--- config.mk ---
export PLATFORM = sky130hd
export DESIGN_NAME = decryption_cfg_bank
export DESIGN_NICKNAME = d
export VERILOG_FILES = /design/src/rtl/decryption_cfg_bank.sv
export SDC_FILE = /design/constraint.sdc
export NUM_CORES = 1
export LEC_CHECK = 0
export ABC_CLOCK_PERIOD_IN_PS = 3030
export CAP_MARGIN = 20
export CORE_AREA = 5 5 154 97
export CTS_CLUSTER_SIZE = 16
export DETAILED_ROUTE_END_ITERATION = 8
export DIE_AREA = 0 0 159 102
export HOLD_SLACK_MARGIN = 0.05
export PLACE_DENSITY = 0.75
export SYNTH_ARGS = -nofsm -noshare
export SYNTH_HDL_FRONTEND = slang
export SYNTH_SLANG_ARGS = --single-unit
--- constraint.sdc ---
create_clock -name clk -period 3.03 [get_ports clk]
set_input_delay 0.303 -clock clk [delete_from_list [all_inputs] [get_ports clk]]
set_output_delay 0.303 -clock clk [all_outputs]
set_load 0.01 [all_outputs]
--- src/rtl/decryption_cfg_bank.sv ---
// Shadow/active configuration bank for the decryption datapath: 1-cycle register access,
// commit copies shadows to active outputs atomically once busy_i drops (deferred while busy).
module decryption_cfg_bank #(
  parameter int ADDR_WIDTH  = 8,
  parameter int REG_WIDTH   = 16,
  parameter int NUM_CIPHERS = 3,
  parameter logic [NUM_CIPHERS*REG_WIDTH-1:0] KEY_RST = {16'h0002, 16'hFFFF, 16'h0000}
) (
  input  logic                             clk,
  input  logic                             rst_n,
  input  logic [ADDR_WIDTH-1:0]            addr,
  input  logic                             read,
  input  logic                             write,
  input  logic [REG_WIDTH-1:0]             wdata,
  output logic [REG_WIDTH-1:0]             rdata,
  output logic                             done,
  output logic                             error,
  input  logic                             busy_i,
  output logic [REG_WIDTH-1:0]             select,
  output logic [NUM_CIPHERS*REG_WIDTH-1:0] keys,
  output logic                             cfg_valid
);

  localparam logic [ADDR_WIDTH-1:0] ADDR_SELECT  = ADDR_WIDTH'(8'h00);
  localparam logic [ADDR_WIDTH-1:0] ADDR_CONTROL = ADDR_WIDTH'(8'h02);
  localparam logic [ADDR_WIDTH-1:0] ADDR_STATUS  = ADDR_WIDTH'(8'h04);
  localparam int                    KEY_BASE     = 16;

  typedef enum logic {
    S_IDLE,
    S_WAIT
  } state_t;

  state_t state_q, state_d;

  logic [REG_WIDTH-1:0]             shadow_sel;
  logic [NUM_CIPHERS*REG_WIDTH-1:0] shadow_keys;
  logic                             locked;
  logic                             err_flag;

  logic                 req;
  logic                 is_sel, is_ctl, is_sts, is_key;
  logic [2:0]           key_idx;
  logic                 acc_err;
  logic                 wr_ok, rd_ok;
  logic                 commit_req;
  logic                 commit_xfer;
  logic                 err_clr;
  logic [REG_WIDTH-1:0] status_val;
  logic [REG_WIDTH-1:0] rdata_d;

  // Address decode; key registers sit on even addresses from KEY_BASE upward.
  always_comb begin
    is_sel  = (addr == ADDR_SELECT);
    is_ctl  = (addr == ADDR_CONTROL);
    is_sts  = (addr == ADDR_STATUS);
    is_key  = 1'b0;
    key_idx = '0;
    for (int i = 0; i < NUM_CIPHERS; i++) begin
      if (addr == ADDR_WIDTH'(KEY_BASE + 2 * i)) begin
        is_key  = 1'b1;
        key_idx = 3'(i);
      end
    end
  end

  always_comb begin
    req     = read | write;
    acc_err = 1'b0;
    if (req) begin
      if (!(is_sel || is_ctl || is_sts || is_key)) acc_err = 1'b1;
      if (read && write)                           acc_err = 1'b1;
      if (write && is_sts)                         acc_err = 1'b1;
      if (write && (is_sel || is_key) && locked)   acc_err = 1'b1;
      if (write && is_sel && (wdata >= REG_WIDTH'(NUM_CIPHERS))) acc_err = 1'b1;
    end
    wr_ok      = write & ~acc_err;
    rd_ok      = read & ~acc_err;
    commit_req = wr_ok & is_ctl & wdata[1];
    // ERR_CLR takes precedence even when the same access raises an error.
    err_clr    = write & is_ctl & wdata[2];
  end

  always_comb begin
    status_val = {{(REG_WIDTH-3){1'b0}}, err_flag, locked, (state_q == S_WAIT)};
    rdata_d    = '0;
    if (rd_ok) begin
      if (is_sel)      rdata_d = shadow_sel;
      else if (is_sts) rdata_d = status_val;
      else if (is_key) rdata_d = shadow_keys[int'(key_idx) * REG_WIDTH +: REG_WIDTH];
    end
  end

  // Commit FSM: transfer happens on the edge leaving WAIT with busy_i low.
  always_comb begin
    state_d     = state_q;
    commit_xfer = 1'b0;
    case (state_q)
      S_IDLE: begin
        if (commit_req) state_d = S_WAIT;
      end
      S_WAIT: begin
        if (!busy_i) begin
          commit_xfer = 1'b1;
          state_d     = S_IDLE;
        end
      end
      default: state_d = S_IDLE;
    endcase
  end

  always_ff @(posedge clk) begin
    if (!rst_n) state_q <= S_IDLE;
    else        state_q <= state_d;
  end

  always_ff @(posedge clk) begin
    if (!rst_n) begin
      rdata       <= '0;
      done        <= 1'b0;
      error       <= 1'b0;
      cfg_valid   <= 1'b0;
      shadow_sel  <= '0;
      shadow_keys <= KEY_RST;
      select      <= '0;
      keys        <= KEY_RST;
      locked      <= 1'b0;
      err_flag    <= 1'b0;
    end else begin
      done      <= req;
      error     <= acc_err;
      rdata     <= rdata_d;
      cfg_valid <= commit_xfer;

      if (wr_ok && is_sel) shadow_sel <= wdata;
      if (wr_ok && is_key) shadow_keys[int'(key_idx) * REG_WIDTH +: REG_WIDTH] <= wdata;
      if (wr_ok && is_ctl && wdata[0]) locked <= 1'b1;

      if (err_clr)      err_flag <= 1'b0;
      else if (acc_err) err_flag <= 1'b1;

      // Active outputs take the pre-edge shadow, so a same-cycle shadow write is not applied.
      if (commit_xfer) begin
        select <= shadow_sel;
        keys   <= shadow_keys;
      end
    end
  end

endmodule
---- Word level (Yosys, flattened, before mapping) ----
Cells that the tools add are included.
storage, ports and cells
  register bits after elaboration ......... 150
  bits of input ports ..................... 29
  output and inout port bits .............. 83
  logic and storage cells ................. 68
cells by class
  $add $sub $neg .......................... 1
  order comparisons ....................... 1
  equality and inequality tests ........... 5
  shift-type cells ........................ 3
  mux-type cells .......................... 20
  bitwise gates (word level) .............. 10
  reductions and logical operators ........ 17
operator list
  operator                  count
  $bwmux 48                 1
  $mux 16                   3
  $shift 16x33->48 const A  1
  $shiftx 16x33->48         1
  $shiftx 48x8->16          1
  $neg 7->33                1
  $eq 8x5->1 const B        3
  $ge 16x2->1 const B       1
  $mux 1                    14
  $logic_and 1x1->1         10
  $eq 8x2->1 const B        1
  $eq 8x3->1 const B        1
  $logic_not 8->1           1
  $and 1x1->1               6
  $logic_or 1x1->1          4
  $mux 3                    1
  $not 1->1                 3
  $pmux 1 s2                1
  $reduce_and 2->1          1
  $reduce_or 2->1           1
  $or 1x1->1                1

---- Logic depth before layout (Yosys ltp) ----
  depth in word-level cells ............... 17
  depth in mapped cells ................... 8
  depth with buffers taken out ............ 5

---- Worst setup path after synthesis ----
No wires, ideal clock.
  path type ............................... input -> register
  start point ............................. in addr[0]
  end point ............................... reg shadow_keys[31]
  library setup time ...................... 137 ps
  arrival ................................. 1887 ps
  required time ........................... 2893 ps
  path slack .............................. 1006 ps
  cell stages on the path ................. 6
  buffers on the path ..................... 1
  cell sequence ........................... or4_4 a2111oi_4 nand4_1 buf_2 nand2_1 nand3_1
on the way
  word-level cells in the longest chain between the ends .. 14
  elaborated cells on any way between the ends .. 33
  classes of those cells .................. 1 x add/sub; 5 x eq/ne; 2 x shift; 12 x mux; 2 x bitwise; 11 x reduce/logical
RTL lines
  item                                                 RTL line  text
  start: declaration                                   11        input logic [ADDR_WIDTH-1:0] addr,
  branches (longest 14 deep; another with $neg 7->33)  --
  end signal: indexed assignment                       136       if (wr_ok && is_key) shadow_keys[int'(key_idx) * REG_WIDTH +: REG_WIDTH] <= wdata;
  end: declaration                                     37        logic [NUM_CIPHERS*REG_WIDTH-1:0] shadow_keys;
Parallel ways; which one is timed is not known.
A chain may end at the register's enable or synchronous reset.

---- Worst setup path after layout ----
  start point ............................. in addr[0]
  end point ............................... reg shadow_keys[18]
The elaborated chain is that of the path after synthesis.

==> results.md <==
- Status: complete, no violations
- Post-CTS setup-driven buffer insertion count: 0
- Number of nets in the synthesized netlist: 563
- Placement Setup Slack: 367 ps
- Instance count of the mapped netlist: 534
- Port Buffers: 111
- Final instance area: 7090 sq um
- Vias per inst: 5.58
- Post-placement cell area: 6500 sq um
- Tcrit/Tclk final: 0.750
- TritonCTS clock tree: yes
- Largest net degree at the start of global routing: 71
- Maximum number of buffers from clock root to sink: 2
- Clock slew seen by the registers of the worst setup and hold paths: 60 ps
- Avg Synthesized Cell Area: 9.83 sq um
- Max frequency: 440 MHz
- CP arrival: 2630 ps
- Count of hold buffers inserted by post-cts repair: 0
- Final worst clock skew: 6.87 ps
- Share of post-route cells with drive strength above 1: 0.0836
- Clock sink count: 150
- Leakage Power: 2.77 nW
- Number of distinct library cells after synthesis: 35
- Critical Path RT: 3380 ps
- Die W: 159 um
- Class of the tightest hold or removal check: primary input to register
- Setup total negative slack: 0 ps
- CTS H-tree depth: 4
- Power Density: 600 nW/um^2
- Critical path peak fanout: 16
- Number of flops mapped to enable cells by yosys: 0
- Flop and latch count out of synthesis: 150
- Final routed DRC violation total: 0
- Max cap viols: 0
- Slew Limit Headroom: 0.566
- Final count of pins violating max slew: 0
- Crit path time final: 2270 ps
- Final worst setup slack: 758 ps
- Register-to-Register Setup Slack: 1240 ps
- Sequential cell area: 3000 sq um
- Nature of the critical path endpoint: register
- Number of antenna violations at the first check in global routing: 0
- Initial standard-cell utilization of the core: 0.394
- Antenna Diode Count: 0
- Layout area overhead: 35.1%
- Buffer and inverter count on the worst path: 1
- Actual slew at the worst max-slew pin: 650 ps
- Vias in the first global route: 4261
- Ordered list of cells on the worst path: clkdlybuf4s50_1, or4_4, a2111oi_4, and4_1, nand2_1, nand3_1
- Placed Cells incl. Taps: 789
- I/O pin count: 112
- First-pass GRT wire length: 23900 um
- Worst Setup Start Kind: primary input
- Drt first pass iters: 5
- Most used DFF post-synth: sky130_fd_sc_hd__dfxtp_1
- Synth Warn #: 0
- Worst Setup Path Type: primary input to register
- GRT overflow: 0
- Final setup violation count: 0
- Clk_lat worst skew: 420 ps
- CP peak stage delay: 630 ps
- Starting DRC count in detailed routing: 426
- Overall global routing resource usage: 0.187
- Total area of multi-input combinational cells: 2060 sq um
- Inserted Clock Buffers: 17
- Root buf cell: sky130_fd_sc_hd__clkbuf_16
- Syn Std Cell Area: 5250 sq um
- Non-filler cells in the finished layout: 821
- Post-cts resize count: 0
- Part of the Yosys area used for sequential elements: 0.572
- Cell with the largest stage delay on the worst path: sky130_fd_sc_hd__and4_1
- Worst ir drop on vdd: 0.392 mV
- Number of vias after detailed routing: 4578
- Gpl congestion: 0.934
- Fraction of synthesis flops using an asynchronous set or reset pin: 0
- Filler cells: 1129
- Rows: 33
- Detailed Place HPWL: 11300 um
- Post-detailed-route count of antenna-violating nets: 0
- Die outline area: 16200 sq um
- Setup repair after global routing missed its margin: no
- Wire length per cell after detailed routing: 19.0 um
- Final hold violation count: 0
- Height of the chip: 102 um
- Core region area: 13300 sq um
- Routed wire length: 15600 um
- Final net count: 662
- CP top delay family: simple AND/OR/NAND/NOR gates
-- logic make-up after synthesis --
family,share of synthesized area
buffers and inverters,0.0360
multiplexers,0.0427
flip-flops,0.572
AO/OA/AOI/OAI,0.193
AND/OR/NAND/NOR,0.157
-- synthesized netlist by cell type, types with 2 or more instances --
library cell | count | area share
sky130_fd_sc_hd__a21oi_1 | 4 | 0.0038
sky130_fd_sc_hd__a22o_1 | 47 | 0.078
sky130_fd_sc_hd__a22oi_1 | 16 | 0.023
sky130_fd_sc_hd__and3_1 | 15 | 0.018
sky130_fd_sc_hd__and4_1 | 2 | 0.0033
sky130_fd_sc_hd__buf_1 | 7 | 0.0050
sky130_fd_sc_hd__buf_2 | 3 | 0.0029
sky130_fd_sc_hd__clkbuf_1 | 32 | 0.023
sky130_fd_sc_hd__dfxtp_1 | 150 | 0.57
sky130_fd_sc_hd__inv_1 | 4 | 0.0029
sky130_fd_sc_hd__mux2_2 | 3 | 0.0064
sky130_fd_sc_hd__mux2i_1 | 19 | 0.036
sky130_fd_sc_hd__nand2_1 | 67 | 0.048
sky130_fd_sc_hd__nand3_1 | 47 | 0.045
sky130_fd_sc_hd__nand4_1 | 4 | 0.0048
sky130_fd_sc_hd__nor2_1 | 26 | 0.019
sky130_fd_sc_hd__nor2b_1 | 3 | 0.0036
sky130_fd_sc_hd__nor3_1 | 3 | 0.0029
sky130_fd_sc_hd__nor4_1 | 3 | 0.0036
sky130_fd_sc_hd__o21ai_0 | 47 | 0.045
sky130_fd_sc_hd__o22a_1 | 17 | 0.028
sky130_fd_sc_hd__or2_2 | 2 | 0.0024
-- through the flow --
step	hold WS (ps)	utilization	power (W)
3_3_place_gp	460	0.487	0.00219
2_1_floorplan	427	-	0.00210
4_1_cts	186	0.532	0.00427
5_1_grt	209	0.532	0.00437
3_5_place_dp	462	0.487	0.00219
6_report	205	0.532	0.00425
-- area by class of cell --
type | count | area share
clock buffers | 17 | 0.0600
flip-flops and latches | 150 | 0.423
well taps | 175 | 0.0309
inverters | 4 | 0.00212
clock inverters | 15 | 0.0238
repair buffers | 124 | 0.170
multi-input cells | 336 | 0.290
-- cells in the final DEF (no fill, tap or decap), drive strengths merged, types with 2 or more instances in the layout --
cell           count
dfxtp            150
clkdlybuf4s50    110
nand2             67
nand3             47
o21ai             47
a22o              47
nor2              26
mux2i             19
o22a              17
clkbuf            17
a22oi             16
and3              15
buf               14
inv                9
nand4              5
clkinv             5
a21oi              4
nor3               3
nor4               3
nor2b              3
mux2               3
clkinvlp           3
and4               2
or2                2
bufinv             2
-- registers in the layout, summed over array words and instances (netlist names) --
| signal | flops |
|---|---|
| cfg_valid | 1 |
| done | 1 |
| err_flag | 1 |
| error | 1 |
| keys | 48 |
| locked | 1 |
| rdata | 16 |
| select | 16 |
| shadow_keys | 48 |
| shadow_sel | 16 |
| state_q | 1 |
-- final timing paths --
check                          to  cells after the start      from
setup / recovery  shadow_keys[18]                      6   addr[0]
hold / removal    shadow_keys[24]                      2     rst_n
setup reg to reg         keys[42]                      5   state_q
hold reg to reg          err_flag                      2  err_flag
-- layer usage --
layer / up-vias / routed length (um) / part of all wire / global-route usage
met5: - / 0 / 0 / 0
li1: 2128 / - / - / -
met2: 273 / 6190 / 0.40 / 0.256
met3: 24 / 1770 / 0.11 / 0.0544
met4: 0 / 225 / 0.014 / 0.0577
met1: 2153 / 7380 / 0.47 / 0.283
-- power breakdown --
group	internal [W]	switching, W
Sequential	0.00198	0.00000176
Combinational	0.0000654	0.000112
Clock	0.00123	0.000871
Power figures use the tool's default switching activity.
